### config.mk
export PLATFORM = sky130hd
export DESIGN_NAME = spi_master
export DESIGN_NICKNAME = d
export VERILOG_FILES = /design/src/rtl/spi_master.sv
export SDC_FILE = /design/constraint.sdc
export NUM_CORES = 1
export LEC_CHECK = 0
export BUFFER_PORTS_ARGS = -buffer_cell sky130_fd_sc_hd__buf_2
export CORE_MARGIN = 2
export CORE_UTILIZATION = 35
export CTS_BUF_LIST = sky130_fd_sc_hd__clkbuf_2 sky130_fd_sc_hd__clkbuf_4 sky130_fd_sc_hd__clkbuf_8
export DETAILED_ROUTE_END_ITERATION = 12
export PLACE_DENSITY = 0.49
export SYNTH_ARGS = -nofsm -noshare
export SYNTH_HDL_FRONTEND = slang
export SYNTH_SLANG_ARGS = --single-unit
export TNS_END_PERCENT = 100
### constraint.sdc
create_clock -name clk -period 2.8 [get_ports clk]
set_input_delay 0.14 -clock clk [delete_from_list [all_inputs] [get_ports clk]]
set_output_delay 0.14 -clock clk [all_outputs]
set_load 0.02 [all_outputs]
### src/rtl/spi_master.sv
// ---------------------------------------------------------------------------
// spi_master : SPI mode-0 initiator for single-byte read/write transactions.
//
// Frame is 16 bits, MSB first: {addr[6:0], rw} followed by the data byte
// (wdata for writes, 8'h00 for reads). SCLK idles low. MISO is sampled on
// rising edges. MOSI changes on falling edges.
//
// Parameters
//   CLKDIV  SCLK half-period in clk cycles (4..65535).
//
// Ports
//   clk, reset        system clock, synchronous active-high reset
//   start             request strobe, taken only while busy=0
//   rw, addr, wdata   request fields, latched together with start
//   busy              transaction in progress
//   done              one-cycle pulse at transaction end
//   rdata             last read byte (held between reads)
//   error             write-verify mismatch flag
//   sclk, cs, mosi    SPI outputs (cs active low), all registered
//   miso              SPI input from the slave
//
// Build option
//   SPI_MASTER_WRITE_VERIFY_EN : each write is followed by a readback frame
//   of the same address. error reports readback != wdata. When the macro is
//   undefined, error is tied low.
// ---------------------------------------------------------------------------
// state | meaning
// IDLE  | cs high, waiting for start
// LEAD  | cs low, first MOSI bit set up, one half-period before rise 1
// SHIFT | SCLK toggling, 32 edges in total (rise 1 happens on entry)
// TRAIL | cs low, SCLK low, one half-period after fall 16
// GAP   | cs high for two half-periods, then done or readback frame
// ---------------------------------------------------------------------------
module spi_master #(
   parameter int unsigned CLKDIV = 50
) (
   input  logic       clk,
   input  logic       reset,
   input  logic       start,
   input  logic       rw,
   input  logic [6:0] addr,
   input  logic [7:0] wdata,
   output logic       busy,
   output logic       done,
   output logic [7:0] rdata,
   output logic       error,
   output logic       sclk,
   output logic       cs,
   output logic       mosi,
   input  logic       miso
);

   typedef enum logic [2:0] {
      S_IDLE,
      S_LEAD,
      S_SHIFT,
      S_TRAIL,
      S_GAP
   } state_t;

   localparam logic [15:0] HALF = 16'(CLKDIV - 1);

   state_t      state_q, state_d;
   logic [15:0] cnt_q,   cnt_d;
   logic [4:0]  edge_q,  edge_d;
   logic [15:0] tx_q,    tx_d;
   logic [7:0]  cap_q,   cap_d;
   logic        rw_q,    rw_d;
   logic        busy_q,  busy_d;
   logic        done_q,  done_d;
   logic        cs_q,    cs_d;
   logic        sclk_q,  sclk_d;
   logic [7:0]  rdata_q, rdata_d;
   logic        cnt_tc;

`ifdef SPI_MASTER_WRITE_VERIFY_EN
   logic [6:0]  addr_q,   addr_d;
   logic [7:0]  wdata_q,  wdata_d;
   logic        verify_q, verify_d;
   logic        error_q,  error_d;
`endif

   assign cnt_tc = (cnt_q == 16'd0);

   always_comb begin
      state_d = state_q;
      cnt_d   = cnt_q;
      edge_d  = edge_q;
      tx_d    = tx_q;
      cap_d   = cap_q;
      rw_d    = rw_q;
      busy_d  = busy_q;
      done_d  = 1'b0;
      cs_d    = cs_q;
      sclk_d  = sclk_q;
      rdata_d = rdata_q;
`ifdef SPI_MASTER_WRITE_VERIFY_EN
      addr_d   = addr_q;
      wdata_d  = wdata_q;
      verify_d = verify_q;
      error_d  = error_q;
`endif

      unique case (state_q)
         S_IDLE: begin
            if (start) begin
               rw_d    = rw;
               tx_d    = {addr, rw, (rw ? 8'h00 : wdata)};
               cs_d    = 1'b0;
               busy_d  = 1'b1;
               cnt_d   = HALF;
               state_d = S_LEAD;
`ifdef SPI_MASTER_WRITE_VERIFY_EN
               addr_d   = addr;
               wdata_d  = wdata;
               verify_d = 1'b0;
`endif
            end
         end

         S_LEAD: begin
            if (cnt_tc) begin
               sclk_d  = 1'b1;
               cap_d   = {cap_q[6:0], miso};
               edge_d  = 5'd1;
               cnt_d   = HALF;
               state_d = S_SHIFT;
            end else begin
               cnt_d = cnt_q - 16'd1;
            end
         end

         // edge_q counts SCLK edges already produced; fall 16 is edge 32.
         S_SHIFT: begin
            if (cnt_tc) begin
               cnt_d  = HALF;
               edge_d = edge_q + 5'd1;
               sclk_d = ~sclk_q;
               if (sclk_q) begin
                  // tx_q empties on the 16th shift, which parks mosi low.
                  tx_d = {tx_q[14:0], 1'b0};
                  if (edge_q == 5'd31) begin
                     edge_d  = 5'd0;
                     state_d = S_TRAIL;
                  end
               end else begin
                  cap_d = {cap_q[6:0], miso};
               end
            end else begin
               cnt_d = cnt_q - 16'd1;
            end
         end

         S_TRAIL: begin
            if (cnt_tc) begin
               cs_d    = 1'b1;
               cnt_d   = HALF;
               edge_d  = 5'd0;
               state_d = S_GAP;
            end else begin
               cnt_d = cnt_q - 16'd1;
            end
         end

         // GAP is two half-periods; edge_q[0] marks the second one so the
         // 16-bit counter never has to hold 2*CLKDIV.
         S_GAP: begin
            if (!cnt_tc) begin
               cnt_d = cnt_q - 16'd1;
            end else if (!edge_q[0]) begin
               edge_d = 5'd1;
               cnt_d  = HALF;
            end
`ifdef SPI_MASTER_WRITE_VERIFY_EN
            else if (!rw_q && !verify_q) begin
               verify_d = 1'b1;
               tx_d     = {addr_q, 1'b1, 8'h00};
               cs_d     = 1'b0;
               cnt_d    = HALF;
               edge_d   = 5'd0;
               state_d  = S_LEAD;
            end
`endif
            else begin
               done_d  = 1'b1;
               busy_d  = 1'b0;
               state_d = S_IDLE;
               if (rw_q) begin
                  rdata_d = cap_q;
               end
`ifdef SPI_MASTER_WRITE_VERIFY_EN
               if (rw_q) begin
                  error_d = 1'b0;
               end
               if (verify_q) begin
                  rdata_d = cap_q;
                  error_d = (cap_q != wdata_q);
               end
`endif
            end
         end

         default: begin
            state_d = S_IDLE;
         end
      endcase
   end

   always_ff @(posedge clk) begin
      if (reset) begin
         state_q <= S_IDLE;
         cnt_q   <= 16'd0;
         edge_q  <= 5'd0;
         tx_q    <= 16'd0;
         cap_q   <= 8'h00;
         rw_q    <= 1'b0;
         busy_q  <= 1'b0;
         done_q  <= 1'b0;
         cs_q    <= 1'b1;
         sclk_q  <= 1'b0;
         rdata_q <= 8'h00;
      end else begin
         state_q <= state_d;
         cnt_q   <= cnt_d;
         edge_q  <= edge_d;
         tx_q    <= tx_d;
         cap_q   <= cap_d;
         rw_q    <= rw_d;
         busy_q  <= busy_d;
         done_q  <= done_d;
         cs_q    <= cs_d;
         sclk_q  <= sclk_d;
         rdata_q <= rdata_d;
      end
   end

`ifdef SPI_MASTER_WRITE_VERIFY_EN
   always_ff @(posedge clk) begin
      if (reset) begin
         addr_q   <= 7'd0;
         wdata_q  <= 8'h00;
         verify_q <= 1'b0;
         error_q  <= 1'b0;
      end else begin
         addr_q   <= addr_d;
         wdata_q  <= wdata_d;
         verify_q <= verify_d;
         error_q  <= error_d;
      end
   end
   assign error = error_q;
`else
   assign error = 1'b0;
`endif

   assign busy  = busy_q;
   assign done  = done_q;
   assign rdata = rdata_q;
   assign cs    = cs_q;
   assign sclk  = sclk_q;
   // tx_q is zero whenever no frame is shifting, so mosi idles low.
   assign mosi  = tx_q[15];

endmodule
==> results of run 1 <==
==> cells by family after synthesis <==
kind of cell,share of synthesized area [%]
AO/OA/AOI/OAI,14.8
buffers and inverters,3.97
other,0.131
AND/OR/NAND/NOR,25.1
flip-flops,42.5
multiplexers,9.07
adder cells (fa/ha/maj),1.31
XOR/XNOR,3.05
==> worst min path at each step <==
stage	to	slack (ns)	cells past startpoint
after global routing	cap_q[0]$_SDFFE_PP0P_	0.09	3
after floorplan	cap_q[0]$_SDFFE_PP0P_	0.29	2
after detailed placement	cap_q[0]$_SDFFE_PP0P_	0.39	3
final	cap_q[0]$_SDFFE_PP0P_	0.04	3
after CTS	cap_q[0]$_SDFFE_PP0P_	0.03	3
after global placement	cap_q[0]$_SDFFE_PP0P_	0.38	3
==> placed cells by master (no fill, tap or decap), types with 9 or more instances in the layout <==
| cell type | instances |
|---|---|
| a211oi_1 | 18 |
| a21oi_1 | 21 |
| buf_2 | 32 |
| clkbuf_8 | 10 |
| dfxtp_1 | 61 |
| mux2i_1 | 26 |
| nand2_1 | 11 |
| nor2_1 | 58 |
| nor3b_1 | 9 |
| xor2_1 | 9 |
==> metal layers <==
metal  vias to the layer above  GRT usage, %  routed length [um]
met1                      1077          21.6                3260
met4                         0          7.37                 116
li1                       1215             -                   -
met2                        33          21.7                2590
met5                         -             0                   0
met3                        11          3.99                 235
==> cells in the mapped netlist (3+ instances only) <==
master,instances
a211oi_1,18
a21oi_1,22
buf_2,7
clkbuf_1,9
dfxtp_1,61
ha_1,3
inv_1,5
mux2i_1,26
nand2_1,11
nand3_1,6
nand4_1,8
nor2_1,58
nor3_1,8
nor3b_1,9
nor4_1,3
o211ai_1,3
o21ai_0,6
or4_1,3
xor2_1,9
==> power by group <==
group	leakage [uW]	total, uW	internal (uW)	switching (uW)
combinational	0.000680	1150	464	686
sequential	0.000497	1230	1040	188
clock	0.000112	859	516	344
==> through the flow <==
step | setup slack [ns] | cells | hold WS, ns | instance area (um2) | power [uW]
after floorplan | 0.830 | 319 | 0.287 | 2870 | 2150
after global placement | 0.496 | 441 | 0.380 | 3110 | 2390
after detailed placement | 0.465 | 441 | 0.392 | 3110 | 2390
after CTS | 0.440 | 456 | 0.0340 | 3330 | 3260
after global routing | 0.256 | 456 | 0.0853 | 3330 | 3460
final | 0.440 | 456 | 0.0439 | 3330 | 3240
==> worst reg2reg max path, delay by kind of cell, from the launching register on <==
family,cells,cell delay [ns]
buf+inv,1,0.06
simple gates,4,1.34
mux,1,0.25
flops,1,0.34
fa+ha+maj,1,0.24
==> layout make-up <==
cell class              instances  area (um2)
clock buffers                  10         138
clock inverters                 5        75.1
fillers                       867        4770
inverters                       5        18.8
multi-input cells             233        1550
flip-flops and latches         61        1220
well taps                     105         131
repair buffers                 37         198
==> state kept, by name (all words and copies together), names as in the netlist <==
name     cells
cs           1
state_q      3
busy         1
edge_q       5
sclk         1
rdata        8
done         1
tx_q        16
rw_q         1
cnt_q       16
cap_q        8
==> results_dict.tcl, run 1 <==
set metrics [dict create \
    min-delay-start "miso" \
    dieArea_um2 8940 \
    grt_pass1_vias 2212 \
    cts_made_buffers 9 \
    crit_required_ns 3.00 \
    ir_drop_mv 0.319 \
    async_flop_share_pct 0 \
    crit_start "cnt_q[0]$_SDFFE_PP0P_" \
    cp_slowest_cell "and4_1" \
    cpPeakStageDelay_ns 0.55 \
    root_buffer "clkbuf_8" \
    clk_path_buf_depth 2 \
    start_util_pct 35.5 \
    path_clk_slew_ns 0.07 \
    r2r_start "cnt_q[0]$_SDFFE_PP0P_" \
    synthToLayoutAreaGrowth_pct 15.9 \
    synth_flop_cell "dfxtp_1" \
    leakage_uw 0.00129 \
    rr_worst_depth 7 \
    netlist_top_cells_area "dfxtp_1 (43%), mux2i_1 (9.1%), nor2_1 (7.6%)" \
    syn_avg_cell_area_um2 9.00 \
    crit_chain "inv_1 -> ha_1 -> nor4b_4 -> and4_1 -> nand3_2 -> mux2i_1 -> nor2_1" \
    worstReg2RegEnd "rdata[4]$_SDFFE_PP0P_" \
    grt_setup_unrepaired "no" \
    setup_viol 0 \
    hold_class "primary input to flop" \
    cp.depth 7 \
    path_class "flop to flop" \
    power.density_nw_per_um2 973 \
    final_util_pct 41.1 \
    grt_max_degree 32 \
    tightest_slew_ns 0.658 \
    worst_setup_path_end_kind "flop" \
    avgRoutedWirePerCell_um 13.6 \
    critPathBufInv 1 \
    post-route-min-period_ns 2.36 \
    dp_hpwl_mm 4.23 \
    status "finished clean" \
    seq_area_frac_synth_pct 42.5 \
    synth_edf_count 0 \
    insertion_delay_ns 0.34 \
    synthCells 319 \
    num_antenna_cells 0 \
    viasPerCell 5.12 \
    ios 34 \
    cts_setup_buffers 0 \
    antenna_found_initial 0 \
    yosysTopAreaCell "dfxtp_1" \
    rows 33 \
    drc 0 \
    setup_tns_ns 0 \
    critPathTopFamily "simple AND/OR/NAND/NOR gates" \
    fin_skew_ns 0.00767 \
    synth_seq_cells 61 \
    gr-total-overflow 0 \
    drtAntennaViolNets 0 \
    maxCapViolCount 0 \
    dr.pass1.iters 4 \
    setup.worst_path.start_class "flop" \
    clkSinkCount 61 \
    cp.arrival_ns 2.56 \
    post_synth_num_cell_types 55 \
    die_h_um 94.6 \
    layout-drive-gt1-share_pct 18.2 \
    fin_nets 370 \
    syn-cell-area_um2 2870 \
    cts_max_level 3 \
    final.period_utilization_pct 84.3 \
    hold_buffers 0 \
    ys_warn_count 0 \
    tritoncts "done" \
    die_w_um 94.6 \
    synthesis.nets 342 \
    synth_top_area_share_pct 42.5 \
    track_usage_pct 15.3 \
    rrSetupSlack_ns 0.44 \
    place.gp.congestion 0.753 \
    num_vias 2336 \
    crit_path_end "rdata[4]$_SDFFE_PP0P_" \
    drv_slew 0 \
    hold_violations 0 \
    fmax_mhz 424 \
    fp.coreArea_um2 8090 \
    grt_pass1_wl_mm 10.6 \
    drt_iter0_markers 125 \
    max-slew-margin-rel_pct 55.5 \
    port_buffers 32 \
    crit_path_max_fanout 10 \
    post_cts_resized 0 \
    wl_mm 6.20 \
]
(Power assumes the default switching activity.)
==> inputs of run 2 (changes only) <==
- clock period: 2.8 -> 2.2 ns (I/O delays scaled with it)
==> run 2 against run 1 <==
  * Sequential power rose by 24%
  * Total power is 37% higher
  * Clock skew is essentially flat
  * Critical endpoint is now cnt_q[6]$_SDFFE_PP0P_
  * Largest cell class unchanged
==> results_dict.tcl, run 2 (synthesis gave the netlist of run 1 again) <==
set metrics [dict create \
    start_util_pct 35.5 \
    track_usage_pct 15.8 \
    pwr-share-comb_pct 39.7 \
    worstReg2RegEnd "cnt_q[6]$_SDFFE_PP0P_" \
    clk_path_buf_depth 2 \
    die_w_um 94.6 \
    crit_required_ns 2.43 \
    wl_mm 6.42 \
    cp_slowest_cell "or4b_2" \
    setup_viol 0 \
    status "finished clean" \
    drtAntennaViolNets 0 \
    grt_setup_unrepaired "no" \
    post-route-min-period_ns 2.01 \
    insertion_delay_ns 0.34 \
    critPathBufInv 2 \
    worst_setup_path_end_kind "flop" \
    r2r_start "cnt_q[0]$_SDFFE_PP0P_" \
    setup.worst_path.start_class "flop" \
    final.period_utilization_pct 91.5 \
    dieArea_um2 8940 \
    tritoncts "done" \
    ff_latch_area_um2 1220 \
    rrSetupSlack_ns 0.19 \
    viasPerCell 5.05 \
    fp.coreArea_um2 8090 \
    drv_slew 0 \
    die_h_um 94.6 \
    cts_setup_buffers 0 \
    whs_endpoint "cap_q[4]$_SDFFE_PP0P_" \
    drc 0 \
    layout-drive-gt1-share_pct 23.1 \
    whs_path_depth 2 \
    hold_class "primary input to flop" \
    place.gp.congestion 0.798 \
    drt_iter0_markers 122 \
    cts_max_level 3 \
    fin_total_pwr_uw 4450 \
    pwr-share-seq_pct 34.4 \
    avgRoutedWirePerCell_um 13.5 \
    dp_slack_ns 0.141 \
    fin_skew_ns 0.00744 \
    power.internal_uw 2840 \
    pwr-share-clk_pct 25.9 \
    hold_violations 0 \
    cpPeakStageDelay_ns 0.62 \
    swShare_pct 36.2 \
    path_clk_slew_ns 0.07 \
    crit_chain "inv_1 -> ha_1 -> buf_4 -> or4b_2 -> nor4_2 -> o21ai_0 -> xor2_1 -> nor2_1" \
    setup_ws_ns 0.188 \
    cts_made_buffers 9 \
    final_cell_mix "dfxtp_1 (61), nor2_1 (58), buf_2 (32)" \
    placed_area_um2 3270 \
    critPathTopFamily "simple AND/OR/NAND/NOR gates" \
    layout_commonest_cell "dfxtp_1" \
    gr-total-overflow 0 \
    grt_pass1_wl_mm 11.0 \
    fin_nets 390 \
    ir_drop_mv 0.486 \
    num_antenna_cells 0 \
    ios 34 \
    min-delay-start "reset" \
    port_buffers 32 \
    antenna_found_initial 0 \
    final_area_um2 3520 \
    power.density_nw_per_um2 1260 \
    biggestRegsByFlops "cnt_q: 16 flops, tx_q: 16 flops" \
    setup_tns_ns 0 \
    rows 33 \
    clkSinkCount 61 \
    fmax_mhz 497 \
    rr_worst_depth 8 \
    power.net_switching_uw 1610 \
    place_inst 460 \
    cp.arrival_ns 2.25 \
    fin_cells 477 \
    num_vias 2409 \
    grt_pass1_vias 2267 \
    crit_path_max_fanout 5 \
    nFillCells 850 \
    dr.pass1.iters 4 \
    dp_hpwl_mm 4.55 \
    leakage_uw 0.00140 \
    maxCapViolCount 0 \
    root_buffer "clkbuf_8" \
    grt_max_degree 42 \
    multiInputGateArea_um2 1550 \
    path_class "flop to flop" \
    synthToLayoutAreaGrowth_pct 22.5 \
]
[run 2: changes by cell type in the layout (fill, tap and decap cells not counted)]
cell / delta
nor4_1: -1
and4_1: -1
buf_4: +18
buf_12: +1
clkinv_2: -1
clkbuf_4: +1
nor4_2: +1
and4_2: +1
clkbuf_8: +1
dlygate4sd3_1: +1
[run 2: layout make-up]
| cell class | instances | area share, % |
|---|---|---|
| clock buffers | 12 | 4.52 |
| clock inverters | 4 | 1.99 |
| inverters | 5 | 0.534 |
| multi-input cells | 233 | 44.2 |
| flip-flops and latches | 61 | 34.7 |
| well taps | 105 | 3.74 |
| repair buffers | 57 | 10.3 |
[run 2: timing repair]
item | 4_1_cts | 5_1_grt
resized for setup | 0 | 2
hold buffers | 1 | 0
endpoints found under the setup margin | 0 | 2
hold endpoints to repair | 1 | 0
[run 2: worst max-delay path by stage]
| stage | cells past startpoint | end | start |
|---|---|---|---|
| after floorplan | 8 | edge_q[3]$_SDFFE_PP0P_ | cnt_q[0]$_SDFFE_PP0P_ |
| after global placement | 8 | cnt_q[6]$_SDFFE_PP0P_ | cnt_q[0]$_SDFFE_PP0P_ |
| after detailed placement | 7 | edge_q[3]$_SDFFE_PP0P_ | cnt_q[0]$_SDFFE_PP0P_ |
| after CTS | 8 | cnt_q[8]$_SDFFE_PP0P_ | cnt_q[0]$_SDFFE_PP0P_ |
| after global routing | 8 | cnt_q[6]$_SDFFE_PP0P_ | cnt_q[0]$_SDFFE_PP0P_ |
| final | 8 | cnt_q[6]$_SDFFE_PP0P_ | cnt_q[0]$_SDFFE_PP0P_ |
[run 2: per-stage QoR]
stage / utilization, % / hold slack, ns
2_1_floorplan: - / 0.257
3_3_place_gp: 40.4 / 0.347
3_5_place_dp: 40.4 / 0.361
4_1_cts: 43.4 / 0.0803
5_1_grt: 43.4 / 0.109
6_report: 43.4 / 0.0961
[run 2: metal layers]
layer,vias to the layer above,global-route usage [%],part of all wire (%),wire (um)
li1,1255,-,-,-
met1,1103,22.5,52,3360
met2,41,22.4,42,2700
met3,10,4.31,4.2,267
met4,0,6.40,1.6,100
met5,-,0,0,0
[run 2: power by group through the flow]
stage          Combinational, uW  Clock, uW  Sequential [uW]
3_3_place_gp                1770          0             1550
6_report                    1770       1150             1530
5_1_grt                     1990       1230             1560
2_1_floorplan               1210          0             1530
4_1_cts                     1770       1180             1530
3_5_place_dp                1760          0             1550
